`config.mk`:
```
export PLATFORM = sky130hd
export DESIGN_NAME = bfm_req_arbiter
export DESIGN_NICKNAME = d
export VERILOG_FILES = /design/src/rtl/bfm_req_arbiter.sv
export SDC_FILE = /design/constraint.sdc
export NUM_CORES = 1
export LEC_CHECK = 0
export ABC_CLOCK_PERIOD_IN_PS = 1100
export BUFFER_PORTS_ARGS = -buffer_cell sky130_fd_sc_hd__buf_2
export CAP_MARGIN = 20
export CORE_AREA = 2 2 39 41
export CTS_CLUSTER_DIAMETER = 100
export DETAILED_ROUTE_END_ITERATION = 6
export DIE_AREA = 0 0 41 43
export GPL_TIMING_DRIVEN = 0
export PLACE_DENSITY = 0.54
export SYNTH_ARGS = -nofsm -noshare
export SYNTH_HDL_FRONTEND = slang
export SYNTH_SLANG_ARGS = --single-unit
```
`constraint.sdc`:
```
create_clock -name clk -period 1.1 [get_ports clk]
set_input_delay 0.055 -clock clk [delete_from_list [all_inputs] [get_ports clk]]
set_output_delay 0.055 -clock clk [all_outputs]
set_load 0.005 [all_outputs]
```
`src/rtl/bfm_req_arbiter.sv`:
```
// Round-robin arbiter sharing one downstream req/ack responder among N_REQ requesters.
// Optional per-requester completion counters (xfer_cnt_o) are enabled by defining BFM_ARB_STATS_EN.
module bfm_req_arbiter #(
  parameter int N_REQ      = 2,
  parameter int DATA_WIDTH = 8,
  parameter int IDX_W      = $clog2(N_REQ)
) (
  input  logic                        clk,
  input  logic                        rst_n,
  input  logic [N_REQ-1:0]            req_i,
  input  logic [N_REQ*DATA_WIDTH-1:0] data_i,
  output logic [N_REQ-1:0]            ack_o,
  output logic                        req_o,
  output logic [DATA_WIDTH-1:0]       data_o,
  input  logic                        ack_i,
  output logic                        busy_o,
  output logic [IDX_W-1:0]            grant_idx_o
`ifdef BFM_ARB_STATS_EN
  ,
  output logic [N_REQ*16-1:0]         xfer_cnt_o
`endif
);

  typedef enum logic {
    IDLE,
    GRANT
  } state_e;

  localparam logic [IDX_W-1:0] LAST_RST = IDX_W'(N_REQ - 1);

  state_e                state_q, state_d;
  logic [IDX_W-1:0]      owner_q, owner_d;
  logic [IDX_W-1:0]      last_grant_q, last_grant_d;

  logic [DATA_WIDTH-1:0] data_arr [N_REQ];
  logic                  any_req;
  logic [IDX_W-1:0]      winner;
  logic [IDX_W-1:0]      cand;
  logic                  owner_req;
  logic [DATA_WIDTH-1:0] owner_data;
  logic                  complete;

  always_comb begin
    for (int i = 0; i < N_REQ; i++) begin
      data_arr[i] = data_i[i*DATA_WIDTH +: DATA_WIDTH];
    end
  end

  // Scan starts one past the previous owner so every requester gets a turn.
  always_comb begin
    any_req = 1'b0;
    winner  = '0;
    cand    = '0;
    for (int k = 1; k <= N_REQ; k++) begin
      cand = IDX_W'((int'(last_grant_q) + k) % N_REQ);
      if (!any_req && req_i[cand]) begin
        any_req = 1'b1;
        winner  = cand;
      end
    end
  end

  assign owner_req  = req_i[owner_q];
  assign owner_data = data_arr[owner_q];

  // GRANT always falls back to IDLE so a lagging ack cannot reach the next owner.
  always_comb begin
    state_d      = state_q;
    owner_d      = owner_q;
    last_grant_d = last_grant_q;
    complete     = 1'b0;
    case (state_q)
      IDLE: begin
        if (any_req) begin
          state_d = GRANT;
          owner_d = winner;
        end
      end
      GRANT: begin
        if (!owner_req) begin
          state_d      = IDLE;
          last_grant_d = owner_q;
        end else if (ack_i) begin
          state_d      = IDLE;
          last_grant_d = owner_q;
          complete     = 1'b1;
        end
      end
      default: state_d = IDLE;
    endcase
  end

  always_ff @(posedge clk or negedge rst_n) begin
    if (!rst_n) begin
      state_q      <= IDLE;
      owner_q      <= '0;
      last_grant_q <= LAST_RST;
    end else begin
      state_q      <= state_d;
      owner_q      <= owner_d;
      last_grant_q <= last_grant_d;
    end
  end

  // An ack is only forwarded while the owner's request is actually presented downstream.
  always_comb begin
    req_o  = 1'b0;
    data_o = '0;
    ack_o  = '0;
    if (state_q == GRANT) begin
      req_o          = owner_req;
      data_o         = owner_data;
      ack_o[owner_q] = ack_i & owner_req;
    end
  end

  assign busy_o      = (state_q == GRANT);
  assign grant_idx_o = owner_q;

`ifdef BFM_ARB_STATS_EN
  logic [15:0] xfer_cnt_q [N_REQ];
  logic [15:0] xfer_cnt_d [N_REQ];

  always_comb begin
    for (int i = 0; i < N_REQ; i++) begin
      xfer_cnt_d[i] = xfer_cnt_q[i];
      if (complete && (owner_q == IDX_W'(i))) begin
        xfer_cnt_d[i] = xfer_cnt_q[i] + 16'd1;
      end
    end
  end

  always_ff @(posedge clk or negedge rst_n) begin
    if (!rst_n) begin
      for (int i = 0; i < N_REQ; i++) begin
        xfer_cnt_q[i] <= '0;
      end
    end else begin
      for (int i = 0; i < N_REQ; i++) begin
        xfer_cnt_q[i] <= xfer_cnt_d[i];
      end
    end
  end

  always_comb begin
    for (int i = 0; i < N_REQ; i++) begin
      xfer_cnt_o[i*16 +: 16] = xfer_cnt_q[i];
    end
  end
`endif

  assert property (@(posedge clk) disable iff (!rst_n) $onehot0(ack_o));

endmodule

```
==> metrics.md, run 1 <==
| Metric | Value |
|---|---|
| CP Max Fanout | `5` |
| WS Path Type | `reg2out` |
| CTS Buf Count | `3` |
| Pint | `0.771 mW` |
| Hold WS | `63.3 ps` |
| Worst Tran Pin Value | `128 ps` |
| GRT Residual Overflow | `0` |
| Post-synth cell types | `17` |
| Fin. Hold Viols | `0` |
| Vias in the first global route | `396` |
| Initial DRC count | `3` |
| Final period util | `110%` |
| Clock power frac | `16.1%` |
| Lkg Pwr | `0.333 nW` |
| WP data arrival | `1160 ps` |
| Avg Vias per Cell | `4.50` |
| Layout area overhead | `90.3%` |
| Starting density of the core | `22.4%` |
| Unrepaired setup endpoints after global routing | `true` |
| Core ar. | `1380 µm²` |
| Sink Count | `3` |
| Via count | `441` |
| Sequential power share | `18.1%` |
| Layout Skew | `7.84 ps` |
| Slew Viols, Final | `0` |
| CTS root buffer | `clkbuf_4` |
| Die H | `43 µm` |
| Nets | `104` |
| Critical Path Slowest Stage Cell | `dfrtp_2` |
| Max-Cap Viols | `0` |
| Die area | `1760 µm²` |
| Final WS setup | `-112 ps` |
| TritonRoute pass-1 iters | `2` |
| H-tree levels | `1` |
| Drt drc | `0` |
| # rows | `14` |
| WP buf/inv | `2` |
| Fmax | `825 MHz` |
| Min Tclk post-route | `1210 ps` |
| # port buffers | `33` |
| Largest net degree at the start of global routing | `11` |
| Clk_lat worst skew | `240 ps` |
| Worst Hold Class | `in2reg` |
| Logic pwr share | `65.8%` |
| Top delay family on crit path | `flip-flops` |
| Non-Filler Instances | `98` |
| Mapped Area | `310 µm²` |
| First-pass GRT wire length | `1550 µm` |
| # diodes | `0` |
| GRT Overall Usage | `12.8%` |
| Worst-path clk slew | `30 ps` |
| HPWL after detailed placement | `686 µm` |
| Power Dens Cells | `2130 nW/µm²` |
| Seq/Total Area, Yosys | `24.6%` |
| Die Wd | `41 µm` |
| Routability congestion estimate | `0.671` |
| DRT antenna net count | `0` |
| Antenna violations before repair | `0` |
| # placed instances | `89` |
| Routed length per instance | `10.1 µm` |
| Slowest stage delay, CP | `420 ps` |
| Synth Instances | `40` |
| Outcome | `finished, violations left` |
| Relative slew slack | `91.2%` |
| Setup-failing EPs final | `11` |
| Syn nets | `61` |
| Switching Share | `38.7%` |
| I/O pin cnt | `34` |
| NetSw | `0.487 mW` |
| Power Total | `1.26 mW` |
| Failing checks | `setup timing` |
| Crit-path cells | `buf_6, mux2i_2, nor2_1, buf_2` |
| Startpoint types | `register` |
| CTS tree | `done` |
| CTS Buffer Depth | `2` |
| Setup TNS | `-848 ps` |
| CP required | `1040 ps` |
| Share of cells above drive strength 1 | `63.4%` |
| Peak supply drop | `0.914 mV` |
| Routed WL | `994 µm` |
| Ys Warns | `0` |
| #FFs+latches synth | `3` |
| Place WS | `108 ps` |
| Worst Setup End Kind | `primary output` |
| Avg Cell Area, Syn | `7.76 µm²` |
## routing by layer
metal	up-vias	routed length [µm]	global-route usage, %
met5	-	0	0
met4	0	0	6.00
met3	0	104	4.71
met2	24	501	20.9
met1	197	388	13.8
li1	220	-	-
## through the flow
stage	util, %	instance area, µm²
global route	42.7	591
finish	42.7	591
CTS	40.8	564
floorplan	-	310
detailed placement	35.8	495
global placement	35.8	495
## cell usage after synthesis
library cell	n	area, µm²
a31oi_1	1	6.26
o21ai_0	2	10.0
buf_6	2	22.5
mux2i_1	8	80.1
inv_2	1	3.75
a21oi_2	1	8.76
nor2b_1	1	6.26
nand2_2	1	6.26
a21oi_1	3	15.0
dfstp_2	1	26.3
nand2_1	2	7.51
nand2b_1	2	12.5
dfrtp_1	2	50.1
o21ai_1	1	5.00
nor2_1	10	37.5
a22o_1	1	8.76
inv_1	1	3.75
## cell type report
type	count	area (µm²)
buffer	2	22.5
clock buffer	4	26.3
fill	150	793
inverter	2	10.0
multi-input combinational	33	221
sequential	3	77.6
tap	16	20.0
timing repair buffer	38	213
## path summary, 6_finish.rpt
kind	cells past startpoint	from	end	slack, ps
worst max-delay path	4	grant_idx_o$_DFFE_PN0P_	data_o[0]	-110
worst min-delay path	2	req_i[0]	grant_idx_o$_DFFE_PN0P_	60
worst max register to register	5	grant_idx_o$_DFFE_PN0P_	busy_o$_DFF_PN0_	-30
worst min register to register	2	last_grant_q$_DFFE_PN1P_	last_grant_q$_DFFE_PN1P_	510
max in group asynchronous	2	rst_n	last_grant_q$_DFFE_PN1P_	760
min in group asynchronous	2	rst_n	busy_o$_DFF_PN0_	160
## layout by cell type (no fill, tap or decap)
cell,netlist,final
nand2_4,0,1
a31oi_1,1,1
clkbuf_1,0,1
nor2b_1,1,1
mux2i_1,8,6
buf_6,2,4
nand2b_1,2,2
nor2_1,10,10
a22o_1,1,1
o21ai_0,2,2
clkbuf_4,0,3
a21oi_2,1,1
mux2i_2,0,2
dfrtp_1,2,1
dfstp_2,1,1
dfrtp_2,0,1
dlygate4sd3_1,0,1
buf_4,0,2
inv_4,0,1
inv_2,1,1
buf_2,0,33
nand2_2,1,2
o21ai_1,1,1
a21oi_1,3,3
## state kept, by name (all words and copies together) (netlist names)
register and count:
busy_o 1, grant_idx_o 1, last_grant_q 1
## kinds of logic after synthesis
| group | synth area share [%] |
|---|---|
| compound gates | 17.3 |
| flops | 24.6 |
| simple gates | 22.6 |
| buf+inv | 9.67 |
| mux | 25.8 |
## worst reg2reg max path: stages (launching register included)
cell,delay (ps)
dfrtp_2,420
buf_4,160
inv_4,50
buf_4,100
o21ai_1,60
a22o_1,220
## what timing repair did
action / CTS / global route
gates resized for setup: 5 / 6
hold endpoints to repair: 3 / 0
setup endpoints to repair: 10 / 11
pin swaps: 2 / 4
buffers inserted: 2 / 1
cloned: 1 / 0
hold buffers: 1 / 0
## power by group through the flow
stage | clock, mW | combinational [mW] | sequential, mW
floorplan | 0 | 0.427 | 0.216
global placement | 0 | 0.643 | 0.226
detailed placement | 0 | 0.647 | 0.223
CTS | 0.210 | 0.747 | 0.231
global route | 0.222 | 0.902 | 0.234
finish | 0.203 | 0.827 | 0.228
No activity file was read; power rests on OpenSTA's default activity.
==> run 2, diff against run 1 <==
Settings changed: BUFFER_PORTS_ARGS -buffer_cell sky130_fd_sc_hd__buf_2 to default, DONT_BUFFER_PORTS from default to 1, PLACE_DENSITY 0.54 to 0.32, RECOVER_POWER from default to 50.
==> run 2 against run 1 <==
Effect of this change:
- the run still ends with setup timing left
- via count is 24% lower
- global-route usage decreased by 0.13 points
- combinational power is 36% lower
- register-to-register slack better by 160 ps
- die area stayed put
- worst hold slack lost 47 ps
- fmax up 6.1%
- cell area decreased by 33%
- power shrank 22%
- count of clock-buffer cells in the layout did not move
==> metrics.md, run 2 (synthesis gave the netlist of run 1 again) <==
| Metric | Value |
|---|---|
| Register-to-Register Path Depth | `3` |
| Design Area, Final | `397 µm²` |
| Post-CTS setup buffer count | `0` |
| Layout Utilization | `28.7%` |
| Routability congestion estimate | `0.625` |
| Most frequent cells in the layout | `nor2_1, mux2i_1, a21oi_1, clkbuf_4, dlygate4sd3_1` |
| Final period util | `104%` |
| Routed length per instance | `14.5 µm` |
| Drt drc | `0` |
| GRT Overall Usage | `12.7%` |
| # port buffers | `0` |
| Crit path launch | `grant_idx_o$_DFFE_PN0P_` |
| Peak supply drop | `0.467 mV` |
| Setup TNS | `-215 ps` |
| Final WS setup | `-42.0 ps` |
| Setup crit end | `data_o[1]` |
| Worst Setup End Kind | `primary output` |
| CTS tree | `done` |
| # diodes | `0` |
| DRT antenna net count | `0` |
| Hold WS | `16.7 ps` |
| Worst Hold Class | `in2reg` |
| Starting density of the core | `22.4%` |
| Area after DPL | `330 µm²` |
| Crit-path cells | `buf_4, mux2i_1, nor2_1` |
| CTS root buffer | `clkbuf_4` |
| Sink Count | `3` |
| CTS Buffer Depth | `2` |
| Die H | `43 µm` |
| Fmax | `876 MHz` |
| Power Dens Cells | `2470 nW/µm²` |
| Share of cells above drive strength 1 | `25.0%` |
| CP Max Fanout | `5` |
| Vias in the first global route | `361` |
| Min Tclk post-route | `1140 ps` |
| I/O pin cnt | `34` |
| WS Path Type | `reg2out` |
| Initial DRC count | `2` |
| Antenna violations before repair | `0` |
| H-tree levels | `1` |
| Largest net degree at the start of global routing | `11` |
| Outcome | `finished, violations left` |
| Routed WL | `926 µm` |
| Via count | `336` |
| Non-Filler Instances | `64` |
| Stages on the worst setup path | `3` |
| Relative slew slack | `89.3%` |
| Setup-failing EPs final | `8` |
| WP data arrival | `1090 ps` |
| Slowest stage delay, CP | `440 ps` |
| CP required | `1040 ps` |
| Die area | `1760 µm²` |
| Commonest non-fill, non-tap cell in the layout | `nor2_1` |
| Top delay family on crit path | `flip-flops` |
| # rows | `14` |
| Clk_lat worst skew | `250 ps` |
| Crit Reg-Reg Startpoint | `grant_idx_o$_DFFE_PN0P_` |
| WP buf/inv | `1` |
| Avg Vias per Cell | `5.25` |
| Nets | `70` |
| CTS Buf Count | `3` |
| # placed instances | `56` |
| Worst Tran Pin Value | `157 ps` |
| Slew Viols, Final | `0` |
| Startpoint types | `register` |
| Lkg Pwr | `0.183 nW` |
| Unrepaired setup endpoints after global routing | `true` |
| Fin. Hold Viols | `0` |
| Max-Cap Viols | `0` |
| Worst r2r dst | `busy_o$_DFF_PN0_` |
| First-pass GRT wire length | `1390 µm` |
| Core ar. | `1380 µm²` |
| Layout Skew | `6.84 ps` |
| GRT Residual Overflow | `0` |
| Die Wd | `41 µm` |
| Worst-path clk slew | `30 ps` |
| Critical Path Slowest Stage Cell | `dfrtp_2` |
| R2R setup slack | `130 ps` |
| TritonRoute pass-1 iters | `3` |
| Layout area overhead | `27.8%` |
| Failing checks | `setup timing` |
## run 2: changes by cell type in the layout (fill, tap and decap cells not counted), moves of 2 or more
cell	change
buf_2	-33
buf_6	-2
dlygate4sd3_1	+2
mux2i_1	+2
mux2i_2	-2
nand2_1	+2
## run 2: layer usage
metal,share of wire (%),GRT usage [%],up-vias
met5,0,0,-
met2,55,21.3,31
met1,32,11.1,150
li1,-,-,152
met4,3.3,14.0,0
met3,9.8,1.57,3
## run 2: what timing repair did
| action | 4_1_cts | 5_1_grt |
|---|---|---|
| gates cloned | 1 | 0 |
| hold buffers | 3 | 0 |
| hold endpoints to repair | 5 | 0 |
| endpoints found under the setup margin | 10 | 11 |
| gates resized for setup | 2 | 1 |
## run 2: worst min-delay path by stage
stage,depth (start not counted),end,slack [ps],from
final,2,grant_idx_o$_DFFE_PN0P_,20,req_i[1]
after global routing,2,grant_idx_o$_DFFE_PN0P_,20,req_i[1]
after CTS,2,grant_idx_o$_DFFE_PN0P_,10,req_i[1]
after detailed placement,0,grant_idx_o$_DFFE_PN0P_,-240,rst_n
after global placement,0,busy_o$_DFF_PN0_,-240,rst_n
after floorplan,0,busy_o$_DFF_PN0_,-240,rst_n
## run 2: area by class of cell
cell class / count / area [µm²]
fill: 153 / 987
multi-input combinational: 33 / 204
sequential: 3 / 78.8
timing repair buffer: 4 / 37.5
clock buffer: 4 / 26.3
buffer: 2 / 22.5
tap: 16 / 20.0
inverter: 2 / 7.51
## run 2: report_power, final
part	total [mW]	internal, mW	switching, mW
Clock	0.206	0.137	0.0697
Sequential	0.246	0.178	0.0681
Combinational	0.529	0.253	0.276
## run 2: per-stage QoR
step / worst slack (ps) / power, mW
final: -42.0 / 0.982
after global routing: -101 / 1.07
after CTS: -58.5 / 0.998
after detailed placement: 136 / 0.731
after global placement: 143 / 0.718
after floorplan: 210 / 0.643
==> run 3, diff against run 2 <==
Settings changed: SKIP_CTS_REPAIR_TIMING from default to 1.
==> run 3 against run 2 <==
Effect of this change:
- the run still ends with setup timing left
- combinational power increased by 2%
- largest power group unchanged
- clock power hardly changed
- flip-flop and latch count is the same
- highest routed layer unchanged
- power grew 1.4%
- cell area grew 0.95%
- register-to-register slack hardly changed
- cell count down 1.6%
- critical endpoint is now data_o[4]
- sequential power about the same
- setup slack worse by 1.1 ps
- non-clock buffer count shrank 1
==> metrics.md, run 3 (synthesis gave the netlist of run 1 again) <==
| Metric | Value |
|---|---|
| Outcome | `finished, violations left` |
| Failing checks | `setup timing` |
| Worst r2r dst | `busy_o$_DFF_PN0_` |
| Met2 wire length | `504 µm` |
| H-tree levels | `1` |
| Most frequent cells in the layout | `nor2_1, mux2i_1, a21oi_1, clkbuf_4, dlygate4sd3_1` |
| Vias in the first global route | `344` |
| Hold WS | `11.5 ps` |
| CTS root buffer | `clkbuf_4` |
| # placed instances | `56` |
| GRT Residual Overflow | `0` |
| CTS Buf Count | `3` |
| M1 wire length | `268 µm` |
| Drt drc | `0` |
| Die H | `43 µm` |
| Share of cells above drive strength 1 | `25.5%` |
| Hold path startpoint | `req_i[1]` |
| Fin. Hold Viols | `0` |
| Worst Hold Class | `in2reg` |
| Non-Filler Instances | `63` |
| Layout Skew | `6.50 ps` |
| Fillcell total | `149` |
| Power Dens Cells | `2480 nW/µm²` |
| Die area | `1760 µm²` |
| Worst Tran Pin Value | `157 ps` |
| Nets | `69` |
| First-pass GRT wire length | `1290 µm` |
| WP data arrival | `1090 ps` |
| Slew Viols, Final | `0` |
| Routed WL | `893 µm` |
| Largest net degree at the start of global routing | `11` |
| Wire length on met3 | `89 µm` |
| Layout area overhead | `29.0%` |
| Setup-failing EPs final | `8` |
| Unrepaired setup endpoints after global routing | `true` |
| Sink Count | `3` |
| WS Path Type | `reg2out` |
| I/O pin cnt | `34` |
| Worst hold stages | `2` |
| Worst-path clk slew | `30 ps` |
| Worst Setup End Kind | `primary output` |
| Initial DRC count | `0` |
| # rows | `14` |
| Layout Utilization | `28.9%` |
| Peak supply drop | `0.593 mV` |
| Final WS setup | `-43.1 ps` |
| Lkg Pwr | `0.182 nW` |
| R2R setup slack | `130 ps` |
| Crit Reg-Reg Startpoint | `grant_idx_o$_DFFE_PN0P_` |
| Power Total | `0.995 mW` |
| Die Wd | `41 µm` |
| GRT Overall Usage | `11.9%` |
| Design Area, Final | `400 µm²` |
| Startpoint types | `register` |
| Routability congestion estimate | `0.625` |
| CTS tree | `done` |
| TritonRoute pass-1 iters | `1` |
| Max-Cap Viols | `0` |
| Antenna violations before repair | `0` |
| CP Max Fanout | `10` |
| Hold EP | `grant_idx_o$_DFFE_PN0P_` |
| # port buffers | `0` |
| Min Tclk post-route | `1140 ps` |
| Setup TNS | `-223 ps` |
| Avg Vias per Cell | `5.22` |
| CTS Buffer Depth | `2` |
| Commonest non-fill, non-tap cell in the layout | `nor2_1` |
| Via count | `329` |
| Final period util | `104%` |
| Place WS | `136 ps` |
| Routed length per instance | `14.2 µm` |
| Starting density of the core | `22.4%` |
| Fmax | `875 MHz` |
| Core ar. | `1380 µm²` |
| Register-to-Register Path Depth | `3` |
| CP required | `1040 ps` |
| Top sig layer | `met4` |
| Clk_lat worst skew | `250 ps` |
| Area after DPL | `330 µm²` |
| Relative slew slack | `89.3%` |
| DRT antenna net count | `0` |
| # diodes | `0` |
-- run 3: cell types whose count changed in the layout (fill, tap and decap cells not counted) --
cell	delta
buf_12	+1
nor2_1	-1
buf_6	-1
nor2_2	+1
buf_4	-1
-- run 3: critical path: stages, from the launching register on --
cell,delay (ps)
dfrtp_2,410
buf_12,150
mux2i_1,210
nor2_1,70
-- run 3: where the power goes --
part | internal [mW] | switching, mW | leakage (nW)
registers | 0.178 | 0.0685 | 0.0316
clock network | 0.137 | 0.0704 | 0.0150
logic | 0.266 | 0.275 | 0.135
-- run 3: routing by layer --
layer	vias up	global-route usage, %
li1	148	-
met1	147	9.24
met2	31	20.6
met3	3	1.57
met4	0	14.0
met5	-	0
-- run 3: layout make-up --
cell class / count / area (µm²) / area share (%)
Multi-Input combinational cell: 33 / 206 / 51.6
Clock buffer: 4 / 26.3 / 6.56
Inverter: 2 / 7.51 / 1.88
Buffer: 2 / 31.3 / 7.81
Sequential cell: 3 / 78.8 / 19.7
Tap cell: 16 / 20.0 / 5.00
Timing Repair Buffer: 3 / 30.0 / 7.50
-- run 3: how the worst max path moves through the flow --
stage,slack (ps),start,cells after the start,end
finish,-40,grant_idx_o$_DFFE_PN0P_,3,data_o[4]
global route,-100,grant_idx_o$_DFFE_PN0P_,3,data_o[4]
CTS,-120,grant_idx_o$_DFFE_PN0P_,3,data_o[4]
detailed placement,140,grant_idx_o$_DFFE_PN0P_,3,busy_o$_DFF_PN0_
global placement,140,grant_idx_o$_DFFE_PN0P_,3,busy_o$_DFF_PN0_
floorplan,210,grant_idx_o$_DFFE_PN0P_,3,busy_o$_DFF_PN0_
